File: src/rtl/issue_age_scheduler_if.sv
// Handshake bundle between rename, issue-queue wakeup, execute and the age scheduler.
// The master side drives allocation, readiness and accept; the slave side is the scheduler.
interface issue_age_scheduler_if #(
    parameter int ENTRIES = 16,
    parameter int IDX_W   = 4
);
    logic               alloc_valid;
    logic [IDX_W-1:0]   alloc_idx;
    logic [ENTRIES-1:0] ready_vec;
    logic               exe_accept;
    logic               grant_valid;
    logic [IDX_W-1:0]   grant_idx;
    logic               free_valid;
    logic [IDX_W-1:0]   free_idx;
    logic               full;
    logic [IDX_W:0]     occ_cnt;
    logic               alloc_overflow;

    modport master (
        output alloc_valid, alloc_idx, ready_vec, exe_accept,
        input  grant_valid, grant_idx, free_valid, free_idx, full, occ_cnt, alloc_overflow
    );

    modport slave (
        input  alloc_valid, alloc_idx, ready_vec, exe_accept,
        output grant_valid, grant_idx, free_valid, free_idx, full, occ_cnt, alloc_overflow
    );
endinterface

File: src/rtl/issue_age_scheduler.sv
// Oldest-first select for a 16-slot issue queue: occupancy bits, an age matrix,
// lowest-free-slot allocation and a registered grant held until execute accepts it.
module issue_age_scheduler #(
    parameter int ENTRIES = 16,
    parameter int IDX_W   = 4
) (
    input  logic                  CLK,
    input  logic                  RESET,
    input  logic                  STALL,
    input  logic                  FLUSH,
    issue_age_scheduler_if.slave  io
);

    logic [ENTRIES-1:0]              valid_q,  valid_d;
    logic [ENTRIES-1:0][ENTRIES-1:0] older_q,  older_d;
    logic                            grant_valid_q, grant_valid_d;
    logic [IDX_W-1:0]                grant_idx_q,   grant_idx_d;
    logic [IDX_W:0]                  occ_cnt_q,     occ_cnt_d;
    logic                            overflow_q,    overflow_d;

    logic [ENTRIES-1:0] pend_mask;
    logic [ENTRIES-1:0] acc_mask;
    logic [ENTRIES-1:0] alloc_mask;
    logic [ENTRIES-1:0] cand;
    logic [ENTRIES-1:0] oldest_sel;
    logic [ENTRIES-1:0] valid_post;
    logic [IDX_W-1:0]   oldest_idx;
    logic [IDX_W-1:0]   free_idx_c;
    logic               full_c;
    logic               accept;
    logic               alloc_legal;
    logic               alloc_bad;

    assign full_c      = &valid_q;
    assign accept      = grant_valid_q & io.exe_accept;
    assign alloc_legal = io.alloc_valid & ~full_c & ~valid_q[io.alloc_idx];
    assign alloc_bad   = io.alloc_valid & ~alloc_legal;

    always_comb begin
        free_idx_c = '0;
        for (int i = ENTRIES - 1; i >= 0; i--) begin
            if (!valid_q[i]) free_idx_c = IDX_W'(i);
        end
    end

    // The presented grant is never a candidate: it is either held or being consumed this edge.
    always_comb begin
        pend_mask  = '0;
        acc_mask   = '0;
        alloc_mask = '0;
        if (grant_valid_q) pend_mask[grant_idx_q] = 1'b1;
        if (accept)        acc_mask[grant_idx_q]  = 1'b1;
        if (alloc_legal)   alloc_mask[io.alloc_idx] = 1'b1;
        cand       = valid_q & io.ready_vec & ~pend_mask;
        valid_post = valid_q & ~acc_mask;
    end

    always_comb begin
        logic blocked;
        oldest_sel = '0;
        for (int i = 0; i < ENTRIES; i++) begin
            blocked = 1'b0;
            for (int j = 0; j < ENTRIES; j++) begin
                if (cand[j] && older_q[j][i]) blocked = 1'b1;
            end
            oldest_sel[i] = cand[i] & ~blocked;
        end
    end

    always_comb begin
        oldest_idx = '0;
        for (int i = ENTRIES - 1; i >= 0; i--) begin
            if (oldest_sel[i]) oldest_idx = IDX_W'(i);
        end
    end

    always_comb begin
        valid_d       = valid_q;
        older_d       = older_q;
        grant_valid_d = grant_valid_q;
        grant_idx_d   = grant_idx_q;
        occ_cnt_d     = occ_cnt_q;
        overflow_d    = overflow_q;

        if (FLUSH) begin
            valid_d       = '0;
            older_d       = '0;
            grant_valid_d = 1'b0;
            occ_cnt_d     = '0;
        end else if (!STALL) begin
            // Retire the accepted slot first so a same-edge alloc sees the post-accept occupancy.
            for (int i = 0; i < ENTRIES; i++) begin
                for (int j = 0; j < ENTRIES; j++) begin
                    if (acc_mask[i] || acc_mask[j]) older_d[i][j] = 1'b0;
                end
            end
            valid_d = valid_post | alloc_mask;

            if (alloc_legal) begin
                for (int k = 0; k < ENTRIES; k++) begin
                    older_d[k][io.alloc_idx] = valid_post[k];
                end
                older_d[io.alloc_idx] = '0;
            end

            overflow_d = overflow_q | alloc_bad;
            occ_cnt_d  = occ_cnt_q + (IDX_W + 1)'(alloc_legal) - (IDX_W + 1)'(accept);

            if (!grant_valid_q || io.exe_accept) begin
                grant_valid_d = |cand;
                grant_idx_d   = oldest_idx;
            end
        end
    end

    always_ff @(posedge CLK or posedge RESET) begin
        if (RESET) begin
            valid_q       <= '0;
            older_q       <= '0;
            grant_valid_q <= 1'b0;
            grant_idx_q   <= '0;
            occ_cnt_q     <= '0;
            overflow_q    <= 1'b0;
        end else begin
            valid_q       <= valid_d;
            older_q       <= older_d;
            grant_valid_q <= grant_valid_d;
            grant_idx_q   <= grant_idx_d;
            occ_cnt_q     <= occ_cnt_d;
            overflow_q    <= overflow_d;
        end
    end

    assign io.grant_valid    = grant_valid_q;
    assign io.grant_idx      = grant_idx_q;
    assign io.free_valid     = ~full_c;
    assign io.free_idx       = free_idx_c;
    assign io.full           = full_c;
    assign io.occ_cnt        = occ_cnt_q;
    assign io.alloc_overflow = overflow_q;

endmodule

File: src/flat_wrapper.sv
// flat-port wrapper written by rule: the top's interface ports become plain ports
module issue_age_scheduler_flat 
#(
    parameter int ENTRIES = 16,
    parameter int IDX_W   = 4
)
  (CLK, RESET, STALL, FLUSH, io_alloc_valid, io_alloc_idx, io_ready_vec, io_exe_accept, io_grant_valid, io_grant_idx, io_free_valid, io_free_idx, io_full, io_occ_cnt, io_alloc_overflow);
  issue_age_scheduler_if #(.ENTRIES(ENTRIES), .IDX_W(IDX_W)) io_i ();
  input  logic CLK;
  input  logic RESET;
  input  logic STALL;
  input  logic FLUSH;
  input wire logic [$bits(io_i.alloc_valid)-1:0] io_alloc_valid;
  input wire logic [$bits(io_i.alloc_idx)-1:0] io_alloc_idx;
  input wire logic [$bits(io_i.ready_vec)-1:0] io_ready_vec;
  input wire logic [$bits(io_i.exe_accept)-1:0] io_exe_accept;
  output wire logic [$bits(io_i.grant_valid)-1:0] io_grant_valid;
  output wire logic [$bits(io_i.grant_idx)-1:0] io_grant_idx;
  output wire logic [$bits(io_i.free_valid)-1:0] io_free_valid;
  output wire logic [$bits(io_i.free_idx)-1:0] io_free_idx;
  output wire logic [$bits(io_i.full)-1:0] io_full;
  output wire logic [$bits(io_i.occ_cnt)-1:0] io_occ_cnt;
  output wire logic [$bits(io_i.alloc_overflow)-1:0] io_alloc_overflow;
  assign io_i.alloc_valid = io_alloc_valid;
  assign io_i.alloc_idx = io_alloc_idx;
  assign io_i.ready_vec = io_ready_vec;
  assign io_i.exe_accept = io_exe_accept;
  assign io_grant_valid = io_i.grant_valid;
  assign io_grant_idx = io_i.grant_idx;
  assign io_free_valid = io_i.free_valid;
  assign io_free_idx = io_i.free_idx;
  assign io_full = io_i.full;
  assign io_occ_cnt = io_i.occ_cnt;
  assign io_alloc_overflow = io_i.alloc_overflow;
  issue_age_scheduler #(.ENTRIES(ENTRIES), .IDX_W(IDX_W)) u_core (.CLK(CLK), .RESET(RESET), .STALL(STALL), .FLUSH(FLUSH), .io(io_i));
endmodule
File: config.mk
export PLATFORM = sky130hd
export DESIGN_NAME = issue_age_scheduler_flat
export DESIGN_NICKNAME = d
export VERILOG_FILES = /design/src/rtl/issue_age_scheduler_if.sv /design/src/rtl/issue_age_scheduler.sv /design/src/flat_wrapper.sv
export SDC_FILE = /design/constraint.sdc
export NUM_CORES = 1
export LEC_CHECK = 0
export ABC_AREA = 0
export CAP_MARGIN = 20
export CELL_PAD_IN_SITES_DETAIL_PLACEMENT = 0
export CELL_PAD_IN_SITES_GLOBAL_PLACEMENT = 1
export CORE_UTILIZATION = 35
export CTS_BUF_LIST = sky130_fd_sc_hd__clkbuf_2 sky130_fd_sc_hd__clkbuf_4 sky130_fd_sc_hd__clkbuf_8
export CTS_CLUSTER_DIAMETER = 30
export DETAILED_ROUTE_END_ITERATION = 7
export PLACE_DENSITY_LB_ADDON = 0.1
export RECOVER_POWER = 50
export SETUP_SLACK_MARGIN = 0.05
export SLEW_MARGIN = 30
export SYNTH_ARGS = -nofsm -noshare
export SYNTH_HDL_FRONTEND = slang
export SYNTH_SLANG_ARGS = --single-unit
File: constraint.sdc
create_clock -name CLK -period 15 [get_ports CLK]
set_clock_uncertainty 0.2 [all_clocks]
set_input_delay 3 -clock CLK [delete_from_list [all_inputs] [get_ports CLK]]
set_output_delay 3 -clock CLK [all_outputs]
set_load 0.02 [all_outputs]
==> metrics.yaml <==
placement:
  dp.cells: 2163
  io_buffers: 42
  dp_slack_ns: 7.70
  gp_congestion: 0.978
  dpl_cell_area_um2: 15500
  post-dp-hpwl_um: 49500
timing:
  clock.fmax_mhz: 104
  rsz0062_at_grt: "false"
  worst_slew_pin_slew_ns: 4.80
  drv_slew: 308
  hold_viol_final: 0
  period_share_pct: 64.3
  slew_headroom_pct: -222
  setup_viol: 0
  holdWs_ns: 0.271
  setup_tns_ns: 0
  setup_ws_ns: 5.36
  final.min_clock_period_ns: 9.64
power_and_ir_drop:
  p_sw_mw: 0.554
  clock_power_share_pct: 57.3
  p_leak_nw: 7.28
  ir_worst_vdd_mv: 0.105
  p_sw_share_pct: 25.6
  combPwrFrac_pct: 6.9
  power_density_nw_per_um2: 125
  p_int_mw: 1.61
  seqPwrFrac_pct: 35.8
clocking:
  cts_max_level: 3
  ctsLongestPathBuffers: 3
  root_buffer: "clkbuf_8"
  clk_pin_slew_ns: 0.05
  cts-resized-gates: 0
  cts.sinks: 283
  numCtsBuffers: 79
  postCtsSetupBuffers: 0
  holdBufCountCts: 0
  cts_tree: "yes"
  clk_latency_ns: 0.67
yosys:
  synthesis.nets: 1707
  ys_seq_elements: 283
  synth_edf_count: 0
  synth_top_cell_by_area: "dfrtp_1"
  syn_area_um2: 14600
  synth_cell_type_count: 72
  yosysWarnings: 0
  synth_cells: 1675
  synth_seq_area_share_pct: 48.5
  synth_top_area_share_pct: 48.5
  synthArstFlopShare_pct: 100
  synthFlopType: "dfrtp_1"
  avgSynthCellArea_um2: 8.72
  yosys-top-cells-area: "dfrtp_1, o21ai_0, nand2_1, a21oi_1, nand3_1"
floorplanning:
  die_y_um: 206
  io_pins: 43
  num_rows: 74
  die_w_um: 206
  die_area_um2: 42500
  core_area_um2: 41000
  start_util_pct: 35.6
routing:
  dr.pass1.iters: 8
  drc: 8
  drt_iter0_markers: 1787
  wl_per_cell_um: 32.7
  via_per_inst: 6.33
  dr_total_vias: 14600
  antenna_left: 0
  drt-total-wl_um: 75400
worst_setup_path:
  critPathKind: "primary input to asynchronous set/reset pin"
  required_ns: 14.63
  startpoint: "RESET"
  critPathCaptureType: "asynchronous set/reset pin"
  r2r_start: "u_core.valid_q[4]"
  start_kind: "primary input"
  cp_data_arrival_time_ns: 9.27
  timing.rr.end: "u_core.older_q[218]"
  timing.reg2reg.setup_slack_ns: 9.62
  worst_setup_path_endpoint: "u_core.older_q[253]"
  crit_fanout: 96
  r2r_cells: 9
finish:
  num-fill-cells: 4105
  multi_input_area_um2: 6820
  layout.nets: 1744
  drive_above_1_share_pct: 14.4
  synthToLayoutAreaGrowth_pct: 19.0
  area.sequential_um2: 7080
  layout.cells.non_filler: 2308
  stdcell_area_um2: 17400
global_route:
  grt_pass1_wl_um: 107000
  global_route.usage.total_pct: 36.2
  antenna_found_initial: 3
  grt.overflow.total: 0
  grt_max_degree: 97
  grt_pass1_vias: 14200
min_path:
  min_path_type: "flop to flop"
  min_delay_path_depth: 1
status:
  outcome: "finished, violations left"
  violations: "design-rule violations, max-capacitance violations, max-slew violations"
job:
  cap_violations: 5
[synth_stat cells, types with 3 or more instances]
master and n:
a22oi_1 51, or4_1 7, nand2b_1 4, a211o_1 6
and4_1 4, buf_4 8, o21ai_2 9, a21o_1 5
dfrtp_1 283, a2bb2o_1 20, buf_6 7, buf_2 34
nand4b_1 5, nor3_1 5, nor3b_2 3, inv_1 27
a21oi_1 129, nor2_1 55, o21ai_0 298, o211ai_1 10
or3_1 12, nor4_1 5, nand2_2 3, nor3b_1 6
buf_1 11, a21boi_0 13, a31oi_1 3, o21ai_1 56
and4b_1 3, nand4_1 10, o21a_1 11, and3b_1 3
and2_1 3, o2111ai_1 5, nor2b_1 6, nand2_1 283
ha_1 5, a211oi_1 7, a2111oi_0 30, clkbuf_1 79
nand3_1 99, mux4_2 5, or2_2 9
[cell type report]
class                      instances  area share (%)
antenna                            3          0.0432
clock buffer                     103            7.73
clock inverter                    39            3.13
inverter                          27           0.591
multi-input combinational       1224            39.3
sequential                       283            40.8
tap                              532            3.83
timing repair buffer              97            4.65
[power groups by stage]
| stage | clock network [mW] | logic [mW] | registers [mW] |
|---|---|---|---|
| global placement | 0 | 0.147 | 0.788 |
| global route | 1.29 | 0.160 | 0.776 |
| CTS | 1.26 | 0.148 | 0.775 |
| detailed placement | 0 | 0.147 | 0.788 |
| finish | 1.24 | 0.150 | 0.776 |
| floorplan | 0 | 0.0810 | 0.788 |
[layout by cell type, fill, tap and decap left out, types with 7 or more instances in the layout]
master and n:
nand4_1 10, nor2_1 54, a2bb2o_1 20, bufinv_16 13, nand3_1 98, a21oi_2 8, clkinv_2 18, o21ai_0 294
a21oi_1 122, a211oi_1 7, or3_1 11, dlygate4sd3_1 8, clkbuf_8 91, o21ai_2 10, a22oi_1 51, o21a_1 11
nand2_1 281, a2111oi_0 29, dfrtp_1 283, or2_2 9, clkbuf_4 12, o211ai_1 10, buf_4 51, a21boi_0 13
o21ai_1 59, inv_1 26, or4_1 7, clkdlybuf4s50_1 32
[registers in the layout, summed over array words and instances (netlist names)]
register and count:
u_core.io.grant_idx 4, u_core.io.occ_cnt 5, u_core.valid_q 16, u_core.io.alloc_overflow 1
u_core.older_q 256, u_core.io.grant_valid 1
[critical path, cell delays in order]
cell,delay [ns]
dlygate4sd3_1,0.55
clkinvlp_2,2.64
clkbuf_1,2.88
[kinds of logic (layout without fill, tap and decap cells)]
kind of cell             count (synthesis)  count (layout)  synth area share [%]
AO/OA/AOI/OAI                          671             671                  27.4
XOR/XNOR                                 3               3                 0.180
adder cells (fa/ha/maj)                  6               6                 0.565
buffers and inverters                  168             266                  5.28
flip-flops                             283             283                  48.5
multiplexers                             7               7                 0.908
other                                    0               3                     0
AND/OR/NAND/NOR                        537             537                  17.2
[per-layer routing]
metal  wire length, um  track usage, %  up-vias
met2             32600            53.2      909
met5                 0               0        -
met3              7720            9.67      184
met4              3000            14.9        0
li1                  -               -     6143
met1             32000            49.9     7367
[per-stage QoR]
step | total power, mW | utilization (%)
6_report | 2.17 | 42.4
5_1_grt | 2.23 | 42.3
4_1_cts | 2.18 | 42.4
3_5_place_dp | 0.935 | 37.8
3_3_place_gp | 0.935 | 37.7
2_1_floorplan | 0.869 | -
[worst min-delay path by stage]
stage | startpoint | end | slack, ns
after detailed placement | u_core.io.alloc_overflow | u_core.io.alloc_overflow | 0.27
final | u_core.io.alloc_overflow | u_core.io.alloc_overflow | 0.27
after global placement | u_core.older_q[200] | u_core.older_q[200] | 0.26
after global routing | u_core.io.alloc_overflow | u_core.io.alloc_overflow | 0.29
after CTS | u_core.older_q[172] | u_core.older_q[172] | 0.28
after floorplan | u_core.older_q[108] | u_core.older_q[108] | 0.25
No activity file was read; power rests on OpenSTA's default activity.
